==> src/rtl/i2s_tx_fifo.sv <==
// Four-entry stereo sample FIFO feeding an I2S serialiser; pops once per 64-bit frame.
// Define I2S_TX_FIFO_HOLD_EN to repeat the last sample on underflow instead of outputting silence.
module i2s_tx_fifo (
  input  logic        ck,
  input  logic        rst,
  input  logic        en,
  input  logic [5:0]  frame_posn,
  input  logic        in_valid,
  input  logic [15:0] in_left,
  input  logic [15:0] in_right,
  output logic        in_ready,
  output logic [15:0] left,
  output logic [15:0] right,
  output logic [2:0]  level,
  output logic        underflow,
  output logic [7:0]  xrun_count
);

  localparam logic [2:0] DEPTH = 3'd4;

  logic [31:0] mem_q [4];
  logic [1:0]  wr_ptr_q, wr_ptr_d;
  logic [1:0]  rd_ptr_q, rd_ptr_d;
  logic [2:0]  level_q, level_d;
  logic [15:0] left_q, left_d;
  logic [15:0] right_q, right_d;
  logic        underflow_q, underflow_d;
  logic [7:0]  xrun_q, xrun_d;

  logic push;
  logic pop;
  logic pop_eff;

  // Pop on the last bit of the frame so the new sample is stable before the
  // serialiser loads left at position 0 and right at position 32.
  assign pop      = en && (frame_posn == 6'd63);
  assign pop_eff  = pop && (level_q != 3'd0);
  assign in_ready = !rst && (level_q < DEPTH);
  assign push     = in_valid && in_ready;

  // NOTE: every variable gets its default first, so no path through this block can infer a latch.
  always_comb begin
    wr_ptr_d    = wr_ptr_q;
    rd_ptr_d    = rd_ptr_q;
    left_d      = left_q;
    right_d     = right_q;
    underflow_d = 1'b0;
    xrun_d      = xrun_q;
    level_d     = level_q + 3'(push) - 3'(pop_eff);

    if (push) begin
      wr_ptr_d = wr_ptr_q + 2'd1;
    end

    if (pop) begin
      if (level_q != 3'd0) begin
        left_d   = mem_q[rd_ptr_q][31:16];
        right_d  = mem_q[rd_ptr_q][15:0];
        rd_ptr_d = rd_ptr_q + 2'd1;
      end else begin
        // A sample pushed in this same cycle is not yet visible to the pop.
        underflow_d = 1'b1;
        if (xrun_q != 8'hFF) begin
          xrun_d = xrun_q + 8'd1;
        end
`ifdef I2S_TX_FIFO_HOLD_EN
        left_d  = left_q;
        right_d = right_q;
`else
        left_d  = 16'h0000;
        right_d = 16'h0000;
`endif
      end
    end
  end

  // NOTE: sequential state uses non-blocking assignments so all registers update from the same pre-edge values.
  always_ff @(posedge ck) begin
    if (rst) begin
      wr_ptr_q    <= 2'd0;
      rd_ptr_q    <= 2'd0;
      level_q     <= 3'd0;
      left_q      <= 16'h0000;
      right_q     <= 16'h0000;
      underflow_q <= 1'b0;
      xrun_q      <= 8'd0;
    end else begin
      wr_ptr_q    <= wr_ptr_d;
      rd_ptr_q    <= rd_ptr_d;
      level_q     <= level_d;
      left_q      <= left_d;
      right_q     <= right_d;
      underflow_q <= underflow_d;
      xrun_q      <= xrun_d;
    end
  end

  // NOTE: storage is not reset; clearing the pointers and level is enough to discard stale entries.
  always_ff @(posedge ck) begin
    if (push) begin
      mem_q[wr_ptr_q] <= {in_left, in_right};
    end
  end

  assign left       = left_q;
  assign right      = right_q;
  assign level      = level_q;
  assign underflow  = underflow_q;
  assign xrun_count = xrun_q;

endmodule

==> config.mk <==
export PLATFORM = sky130hd
export DESIGN_NAME = i2s_tx_fifo
export DESIGN_NICKNAME = d
export VERILOG_FILES = /design/src/rtl/i2s_tx_fifo.sv
export SDC_FILE = /design/constraint.sdc
export NUM_CORES = 1
export LEC_CHECK = 0
export ABC_AREA = 0
export CAP_MARGIN = 20
export CORE_MARGIN = 2
export CORE_UTILIZATION = 54
export CTS_CLUSTER_SIZE = 10
export DETAILED_ROUTE_END_ITERATION = 16
export PLACE_DENSITY = 0.8
export SLEW_MARGIN = 30
export SYNTH_ARGS = -nofsm -noshare
export SYNTH_HDL_FRONTEND = slang
export SYNTH_SLANG_ARGS = --single-unit
==> constraint.sdc <==
create_clock -name ck -period 3.4 [get_ports ck]
set_input_delay 0.68 -clock ck [delete_from_list [all_inputs] [get_ports ck]]
set_output_delay 0.68 -clock ck [all_outputs]
set_load 0.1 [all_outputs]
== After elaboration in Yosys (flattened, before gate mapping) ==
Memories as Yosys holds them, arrays and structs flattened. A register that Yosys moved wholly into a read port is not among the register bits.
Index checks and enable logic that the tools add are counted.

* Flip-flop bits (word level): 48
* Bits in latches: 0
* Bits in writable memories: 128
* ROM bits: 0
* Input port bits: 42
* Output and inout bits: 45
* Word-level logic and storage cells: 34
* Memories: 1

* Add/subtract/negate cells: 5
* Multiply operators: 0
* Divide/modulo/power cells: 0
* $lt $le $gt $ge: 1
* Equality and inequality tests: 2
* Shift operators: 0
* Mux-type cells: 7
* Bitwise operators: 2
* Reduce and logical (&&, ||, !) cells: 9

{| class="wikitable"
|+ Memory list
! name !! depth !! width !! read ports !! clocked after Yosys merged registers in !! wr ports !! RTL line !! text
|-
| mem_q || 4 || 32 || 1 || 1 || 1 || 21 || <nowiki>logic [31:0] mem_q [4];</nowiki>
|}

{| class="wikitable"
|+ Operators by type and width
! operator !! number
|-
| 16-bit two-way mux || 2
|-
| 8-bit by 1-bit adder with 8-bit output (second input constant) || 1
|-
| 8-bit != test (second input constant) || 1
|-
| 6-bit equality test (second input constant) || 1
|-
| 2-bit by 1-bit adder with 2-bit output (second input constant) || 2
|-
| 1-bit logical AND || 4
|-
| 2-bit two-way mux || 2
|-
| 3-bit by 1-bit adder with 3-bit output || 1
|-
| 3-bit less-than comparator (second input constant) || 1
|-
| 1-bit two-way mux || 3
|-
| 3-bit AND reduction || 1
|-
| 3-bit nonzero test || 1
|-
| 3-bit by 1-bit subtractor with 3-bit output || 1
|-
| 1-bit NOT || 2
|-
| 2-bit AND reduction || 1
|-
| 2-bit OR reduction || 1
|-
| 1-bit logical NOT || 1
|}

== Depth between registers and ports, before layout ==
Gate-level depths: netlist (run 1).

* Depth after elaboration: 5
* Mapped depth: 12
* Gate-level depth less buffers: 11

== Least setup slack after synthesis (run 1) ==
Ideal clock, no wire load.

* Kind: register to register
* From: register level_q[2], in the netlist level[2]
* To: register level_q[2], in the netlist level[2]
* Library setup time: 0.128 ns
* Arrival: 3.817 ns
* Required time: 3.272 ns
* Path slack: -0.544 ns
* Stages on the path, launching flop included: 12
* Path buffers: 0
* Period minus slack after synthesis: 3.944 ns
* Cells stage by stage: dfxtp_1 -> nor2_1 -> and2_1 -> inv_1 -> ha_1 -> inv_1 -> ha_1 -> inv_1 -> fa_1 -> xor2_1 -> xnor2_1 -> nor2_1

* Word-level cells in the longest chain between the ends: 5
* Elaborated cells on any way between the ends: 7

{| class="wikitable"
|+ RTL lines
! what !! RTL line !! text
|-
| from (decl) || 24 || <nowiki>logic [2:0] level_q, level_d;</nowiki>
|-
| from (signal assigned) || 90 || <nowiki>level_q <= level_d;</nowiki>
|-
| 3-bit less-than comparator || 38 || <nowiki>assign in_ready = !rst && (level_q < DEPTH);</nowiki>
|-
| 1-bit logical AND || 38 ||
|-
| named net in_ready || 11 || <nowiki>output logic in_ready,</nowiki>
|-
| 1-bit logical AND || 39 || <nowiki>assign push = in_valid && in_ready;</nowiki>
|-
| 3-bit by 1-bit adder with 3-bit output || 49 || <nowiki>level_d = level_q + 3'(push) - 3'(pop_eff);</nowiki>
|-
| 3-bit by 1-bit subtractor with 3-bit output || 49 ||
|}

The timed path passes the listed nets, and every way through them passes these cells.
A chain may end at the register's enable or synchronous reset.

== Worst setup path after layout (run 1) ==
* From: register left_q[9], in the netlist left[9]
* To: output left[9]

{| class="wikitable"
|+ RTL lines
! what !! RTL line !! text
|-
| from (decl) || 25 || <nowiki>logic [15:0] left_q, left_d;</nowiki>
|-
| from (signal assigned) || 91 || <nowiki>left_q <= left_d;</nowiki>
|-
| to (decl) || 12 || <nowiki>output logic [15:0] left,</nowiki>
|}

No word-level cell between the ends.

==> flow_metrics.tcl, run 1 <==
set metrics [dict create \
    status "completed" \
    ioPinCount 87 \
    viasPerCell 5.72 \
    slowest_delay_ps 1170 \
    worstPathCellList "clkdlybuf4s50_1" \
    grt_pass1_wl_um 20100 \
    grt_use_total_pct 21.4 \
    numCtsBuffers 17 \
    clockRootBuffer "clkbuf_16" \
    ys_seq_elements 178 \
    synth_top_area_share_pct 58.8 \
    synth_nets 425 \
    maxCapViolCount 0 \
    fill_cells 788 \
    critical_path_depth 1 \
    n_antenna_cell 0 \
    min_period_over_period_pct 77.9 \
    worstSetupPathType "flop to primary output" \
    routedWlPerCell_um 20.4 \
    yosysSeqAreaShare_pct 74.1 \
    worst-r2r-setup-slack_ps 1090 \
    r2r_start "level[2]$_SDFF_PP0_" \
    clockBufferDepth 2 \
    detail_route.iter0.violations 257 \
    area_growth_pct 25.5 \
    critPathSlowestCell "clkdlybuf4s50_1" \
    cp-start-kind "flop" \
    ctsHoldBuffers 0 \
    drv_slew 0 \
    crit_required_ps 2720 \
    power_uw 4750 \
    setup_viol 0 \
    min_path_type "flop to flop" \
    min_period_ps 2650 \
    htree_levels 4 \
    syn_avg_cell_area_um2 17.4 \
    setup_tns_ps 0 \
    vias 3604 \
    min_from "right[4]$_SDFFE_PP0P_" \
    busiest_layer "met2" \
    die_x_um 114 \
    power_density_nw_per_um2 579 \
    grt_pass1_vias 3695 \
    tightestPinTransition_ps 994 \
    cts.sinks 178 \
    synth_edf_count 128 \
    critical-path-top-delay-family "buffers and inverters" \
    hpwlAfterDp_um 7460 \
    path_clk_slew_ps 60 \
    hold_path_depth 2 \
    yosys.area.top_type "edfxtp_1" \
    ys_async_sr_fraction_pct 0 \
    cts-resized-gates 0 \
    cts_setup_buffers 0 \
    layout.nets 520 \
    clk_latency_ps 430 \
    grt_max_degree 51 \
    synth_top_cells_by_count "edfxtp_1 (128), dfxtp_1 (50), nor2_1 (40), a22oi_1 (32), mux4_2 (32)" \
    grtUsageMet1_pct 27.3 \
    cp.arrival_ps 1970 \
    post-route-drc-count 0 \
    finalHoldViolations 0 \
    rsz0062_at_grt "no" \
    endpoint_kind "primary output" \
    die_height_um 114 \
    finalWirelength_um 12900 \
    timing.fmax_ghz 0.378 \
    synthCells 375 \
    synth.distinct_cells 34 \
    use_met2_pct 35.6 \
    gp_congestion 0.790 \
    grt_overflow 0 \
    path_max_fanout 2 \
    fin_worst_skew_ps 20.4 \
    ys.flop_type "edfxtp_1" \
    core_um2 11900 \
    use_met3_pct 5.74 \
    start_util_pct 54.9 \
    io_buffers 86 \
    final_antenna_net_count 0 \
    r2r_end "level[2]$_SDFF_PP0_" \
    yosysMostFrequentCell "edfxtp_1" \
    relSlewSlack_pct 33.5 \
    placement_rows 40 \
    ff2ff_path_depth 11 \
    final_core_util_pct 68.9 \
    whs_endpoint "right[4]$_SDFFE_PP0P_" \
    p_leak_uw 0.00273 \
    die_area_um2 13000 \
    cts_tree "yes" \
    synth.cell_area_um2 6540 \
    timing.critical_path.buf_inv 1 \
    max-vdd-ir-drop_mv 0.441 \
    yosys-top-cells-area "edfxtp_1 (59%), dfxtp_1 (15%), mux4_2 (11%)" \
    ys.warnings.count 0 \
    dr.pass1.iters 5 \
    drive_gt1_share_pct 21.7 \
    antenna_found_initial 0 \
]
[stage by stage]
step	area (um^2)	std cells	setup WS, ps	hold slack, ps
2_1_floorplan	6550	375	233	499
3_3_place_gp	7550	598	500	489
3_5_place_dp	7550	598	391	500
4_1_cts	8210	630	739	515
5_1_grt	8210	630	676	532
6_report	8210	630	753	506
[layout by cell type, fill, tap and decap left out, types with 2 or more instances in the layout]
master	Yosys	layout
or4_1	3	3
nor2_1	40	39
and3_2	0	4
dfxtp_1	50	48
buf_4	0	31
inv_1	9	9
nand2_1	5	5
or3_1	2	2
clkbuf_1	17	2
clkdlybuf4s50_1	0	66
clkinv_2	0	2
ha_1	7	7
a21oi_1	6	6
nand3_1	3	3
dfxtp_2	0	2
nor3_1	3	3
clkbuf_16	0	17
bufinv_16	0	5
xnor2_1	3	3
edfxtp_1	128	128
nor2b_1	2	2
o31ai_1	5	5
o21ai_0	3	3
clkbuf_8	0	3
or2_2	2	2
a22oi_1	32	32
mux4_2	32	32
o31a_1	2	2
[worst max path at each step]
stage / from / end / slack [ps]
floorplan: level[1]$_SDFF_PP0_ / level[2]$_SDFF_PP0_ / 230
detailed placement: frame_posn[1] / level[2]$_SDFF_PP0_ / 390
global route: frame_posn[1] / level[2]$_SDFF_PP0_ / 680
global placement: frame_posn[1] / level[2]$_SDFF_PP0_ / 500
finish: left[9]$_SDFFE_PP0P_ / left[9] / 750
CTS: left[9]$_SDFFE_PP0P_ / left[9] / 740
[sequential cells by signal, indices dropped and copies added, names as in the netlist, named ones only]
register / cells
left: 16
level: 3
mem_q: 128
rd_ptr_q: 2
right: 16
underflow: 1
wr_ptr_q: 2
xrun_count: 8
[final cells by class]
cell class	instances	area [um^2]	area share, %
Sequential cell	178	4850	59.0
Multi-Input combinational cell	166	1590	19.4
Timing Repair Buffer	98	898	10.9
Clock buffer	22	474	5.78
Tap cell	147	184	2.24
Clock inverter	10	180	2.19
Inverter	9	33.8	0.412
[cells by family after synthesis]
| kind of cell | count (synthesis) | synth area share [%] |
|---|---|---|
| flip-flops | 178 | 74.1 |
| AND/OR/NAND/NOR | 71 | 5.22 |
| AO/OA/AOI/OAI | 51 | 5.63 |
| multiplexers | 32 | 11.0 |
| buffers and inverters | 31 | 1.86 |
| adder cells (fa/ha/maj) | 8 | 1.65 |
| XOR/XNOR | 4 | 0.536 |
[metal layers]
layer | wire (um) | up-vias | part of all wire [%]
met5 | 0 | - | 0
met4 | 70 | 0 | 0.54
met3 | 861 | 4 | 6.7
met2 | 6550 | 141 | 51
met1 | 5400 | 1800 | 42
li1 | - | 1659 | -
[report_power, final]
group / switching [uW] / internal [uW] / leakage (uW) / total (uW)
combinational: 132 / 93.7 / 0.000849 / 226
clock: 766 / 1360 / 0.000318 / 2120
sequential: 19.3 / 2380 / 0.00157 / 2400
total: 917 / 3840 / 0.00273 / 4750
(Power assumes the default switching activity.)
==> inputs of run 2 (changes only) <==
- clock period: 3.4 -> 2.75 ns (I/O delays scaled with it)
==> run 2 against run 1 <==
  * Utilization decreased by 0.42 points
  * Sequential cell count unchanged
  * Register-to-register slack got worse by 410 ps
  * Combinational power increased by 29%
  * Critical path depth increased by 10
  * Routed wire length decreased by 2.5%
  * Final cell count decreased by 0.79%
  * Die area unchanged
  * Critical endpoint is now level[2]$_SDFF_PP0_
  * Largest cell class unchanged
  * Sequential share of layout area increased by 0.50 points
  * Count of clock-buffer cells in the layout decreased by 5
  * Worst hold slack improved by 13 ps
==> flow_metrics.tcl, run 2 (synthesized netlist as in run 1, its figures left out) <==
set metrics [dict create \
    status "completed" \
    hpwlAfterDp_um 7280 \
    vias 3635 \
    setup_viol 0 \
    multi_input_area_um2 1620 \
    detail_route.iter0.violations 273 \
    grt_pass1_wl_um 19600 \
    die_area_um2 13000 \
    layout.nets 515 \
    endpoint_kind "flop" \
    ioPinCount 87 \
    grt_overflow 0 \
    clockBufferDepth 2 \
    clockRootBuffer "clkbuf_16" \
    crit_start "frame_posn[1]" \
    worstSetupPathType "primary input to flop" \
    cp.arrival_ps 2660 \
    placement_rows 40 \
    start_util_pct 54.9 \
    final_core_util_pct 68.5 \
    drv_slew 0 \
    r2r_start "level[0]$_SDFF_PP0_" \
    viasPerCell 5.82 \
    grt_pass1_vias 3729 \
    core_um2 11900 \
    die_x_um 114 \
    numCtsBuffers 17 \
    min_period_over_period_pct 86.2 \
    io_buffers 86 \
    rsz0062_at_grt "no" \
    cts_tree "yes" \
    path_clk_slew_ps 60 \
    dr.pass1.iters 4 \
    antenna_found_initial 0 \
    htree_levels 4 \
    relSlewSlack_pct 41.4 \
    cts_setup_buffers 0 \
    n_antenna_cell 0 \
    post-route-drc-count 0 \
    fill_cells 789 \
    timing.critical_path.buf_inv 3 \
    crit_required_ps 3040 \
    finalHoldWorstSlack_ps 520 \
    min_path_type "flop to flop" \
    worstPathCellList "clkdlybuf4s50_1 > nand4_1 > nor3_4 > ha_4 > inv_2 > ha_4 > inv_2 > fa_2 > xor2_1 > xnor2_1 > nor2_1" \
    ctsHoldBuffers 0 \
    cts.sinks 178 \
    critPathSlowestCell "clkdlybuf4s50_1" \
    routedWlPerCell_um 20.1 \
    die_height_um 114 \
    min_from "left[4]$_SDFFE_PP0P_" \
    grt_max_degree 51 \
    timing.fmax_ghz 0.422 \
    seq_area_um2 4860 \
    p_leak_uw 0.00274 \
    final_antenna_net_count 0 \
    drive_gt1_share_pct 28.2 \
    critical-path-top-delay-family "adder cells" \
    slowest_delay_ps 460 \
    gp_congestion 0.741 \
    layout_common_cells "edfxtp_1 (128), buf_4 (46), dfxtp_1 (45), clkdlybuf4s50_1 (40), nor2_1 (39)" \
    clk_latency_ps 430 \
    largest_register_ffs 128 \
    finalWirelength_um 12600 \
    path_max_fanout 3 \
    grt_use_total_pct 20.7 \
    area_growth_pct 24.8 \
    power_density_nw_per_um2 692 \
    top_register "mem_q" \
    cts-resized-gates 0 \
    tightestPinTransition_ps 880 \
    cp-start-kind "primary input" \
    min_period_ps 2370 \
    max-vdd-ir-drop_mv 0.527 \
    maxCapViolCount 0 \
    fin_worst_skew_ps 6.81 \
    finalHoldViolations 0 \
    final_common_cell "edfxtp_1" \
]
==> run 2: worst paths after layout <==
kind                                end  slack [ps]  cells after the start
min                left[4]$_SDFFE_PP0P_         520                      2
max                 level[2]$_SDFF_PP0_         380                     11
max reg2reg  xrun_count[4]$_SDFFE_PP0P_         680                      4
min reg2reg        left[4]$_SDFFE_PP0P_         520                      2
==> run 2: power by group <==
part / internal (uW) / total (uW) / switching (uW)
logic: 126 / 291 / 165
registers: 2950 / 2970 / 23.7
clock network: 1420 / 2390 / 971
total: 4490 / 5650 / 1160
==> run 2: area by class of cell <==
cell class                      count  share of cell area, %
Clock buffer                       17                   5.21
Clock inverter                     15                   2.02
Inverter                            9                  0.414
Multi-Input combinational cell    166                   19.9
Sequential cell                   178                   59.5
Tap cell                          147                   2.25
Timing Repair Buffer               93                   10.7
==> run 2: per-layer routing <==
metal  wire length (um)  track usage [%]  up-vias
li1                   -                -     1655
met1               5110             25.7     1831
met2               6390             33.7      125
met3                762             6.06       24
met4                294             9.76        0
met5                  0                0        -
==> run 2: tightest hold or removal path, delay by kind of cell (launching register included) <==
kind            cells  cell delay, ps
flops               1             330
compound gates      1              80
simple gates        1              70
==> run 2: metrics by stage <==
stage                     TNS [ps]  setup WS, ps  std cells  cell area (um^2)  total power [uW]
after floorplan              -13.1         -13.1        375              6600              3180
after detailed placement     -75.2         -75.2        593              7570              3320
after global placement       -13.2         -13.2        593              7570              3300
final                            0           379        625              8160              5650
after global routing             0           254        625              8160              5820
after CTS                        0           366        625              8160              5700
==> inputs of run 3 (changes only) <==
- CAP_MARGIN: 20 -> 15
- RECOVER_POWER: not set -> 25
==> run 3 against run 2 <==
  * Combinational power fell by 2%
  * Sequential share of layout area barely moved
  * Via count rose by 0.41%
  * Design area about the same
  * Sequential cell count unchanged
  * Largest cell class unchanged
==> flow_metrics.tcl, run 3 (synthesized netlist as in run 1, its figures left out) <==
set metrics [dict create \
    start_util_pct 54.9 \
    multi_input_area_um2 1620 \
    largest_register_ffs 128 \
    dr.pass1.iters 4 \
    cp.arrival_ps 2660 \
    ctsHoldBuffers 0 \
    numCtsBuffers 17 \
    min_period_ps 2380 \
    place_ws_ps -75.2 \
    critical-path-top-delay-family "adder cells" \
    tightestPinTransition_ps 865 \
    min_path_type "flop to flop" \
    cts_tree "yes" \
    htree_levels 4 \
    grt_pass1_wl_um 19600 \
    maxCapViolCount 0 \
    p_leak_uw 0.00275 \
    min_period_over_period_pct 86.5 \
    die_area_um2 13000 \
    final_common_cell "edfxtp_1" \
    layout_common_cells "edfxtp_1 (128), buf_4 (46), dfxtp_1 (45), nor2_1 (39)" \
    clk_latency_ps 440 \
    timing.fmax_ghz 0.420 \
    cp-start-kind "primary input" \
    cts.sinks 178 \
    fin_worst_skew_ps 29.5 \
    final_core_util_pct 68.5 \
    relSlewSlack_pct 42.3 \
    path_clk_slew_ps 60 \
    path_max_fanout 3 \
    power_density_nw_per_um2 691 \
    drive_gt1_share_pct 28.2 \
    placement_rows 40 \
    clockRootBuffer "clkbuf_16" \
    endpoint_kind "flop" \
    finalHoldViolations 0 \
    grt_overflow 0 \
    timing.critical_path.buf_inv 3 \
    top_register "mem_q" \
    grt_pass1_vias 3729 \
    io_buffers 86 \
    clockBufferDepth 2 \
    finalHoldWorstSlack_ps 513 \
    final.setup.worst_slack_ps 371 \
    fill_cells 789 \
    post-route-drc-count 0 \
    critPathSlowestCell "clkdlybuf4s50_1" \
    ioPinCount 87 \
    rsz0062_at_grt "no" \
    worstPathCellList "clkdlybuf4s50_1 > nand4_1 > nor3_4 > ha_4 > inv_2 > ha_4 > inv_2 > fa_2 > xor2_1 > xnor2_1 > nor2_1" \
    routedWlPerCell_um 20.2 \
    cts-resized-gates 0 \
    grt_use_total_pct 20.7 \
    antenna_found_initial 1 \
    status "completed" \
    slowest_delay_ps 460 \
    grt_max_degree 51 \
    detail_route.iter0.violations 284 \
    worstSetupPathType "primary input to flop" \
    final_antenna_net_count 0 \
    viasPerCell 5.83 \
    crit_required_ps 3030 \
    vias 3650 \
    layout.nets 515 \
    final_area_um2 8160 \
    seq_area_um2 4860 \
    core_um2 11900 \
    die_height_um 114 \
    drv_slew 0 \
    hpwlAfterDp_um 7280 \
    placed_area_um2 7570 \
    setup_viol 0 \
    finalWirelength_um 12600 \
    die_x_um 114 \
    area_growth_pct 24.8 \
    max-vdd-ir-drop_mv 0.529 \
    gp_congestion 0.741 \
    cts_setup_buffers 0 \
]
## run 3: cell types whose count changed in the layout (fill, tap and decap cells not counted)
cell	change
clkdlybuf4s50_1	-22
dlygate4sd3_1	+22
diode_2	+1
## run 3: path summary, 6_finish.rpt
path	slack (ps)	start	end	cells after the start
max	370	frame_posn[1]	level[2]$_SDFF_PP0_	11
min	510	left[4]$_SDFFE_PP0P_	left[4]$_SDFFE_PP0P_	2
max reg2reg	670	level[0]$_SDFF_PP0_	xrun_count[4]$_SDFFE_PP0P_	4
min reg2reg	510	left[4]$_SDFFE_PP0P_	left[4]$_SDFFE_PP0P_	2
## run 3: routing by layer
metal	track usage, %	wire length (um)
met3	6.06	740
met4	9.76	211
met2	33.7	6640
met1	25.7	5040
met5	0	0
## run 3: power by group
group / total (uW) / leakage [uW] / switching (uW) / internal (uW)
logic: 286 / 0.000897 / 166 / 120
clock network: 2380 / 0.000283 / 967 / 1420
registers: 2970 / 0.00157 / 23.8 / 2950
total: 5640 / 0.00275 / 1160 / 4480
## run 3: final cells by class
type	count	area share, %
Antenna cell	1	0.0307
Clock buffer	17	5.21
Clock inverter	15	2.02
Inverter	9	0.414
Multi-Input combinational cell	166	19.9
Sequential cell	178	59.5
Tap cell	147	2.25
Timing Repair Buffer	93	10.7
## run 3: through the flow
step / total power [uW] / instances / setup TNS (ps)
floorplan: 3180 / 375 / -13.1
global placement: 3300 / 593 / -13.2
detailed placement: 3320 / 593 / -75.2
CTS: 5700 / 625 / 0
global route: 5810 / 626 / 0
finish: 5640 / 626 / 0
## run 3: worst reg2reg max path, cell delays in order (launching register included)
cell	delay (ps)
dfxtp_4	360
nor3_2	320
or3b_1	600
or4_1	560
a21oi_1	160
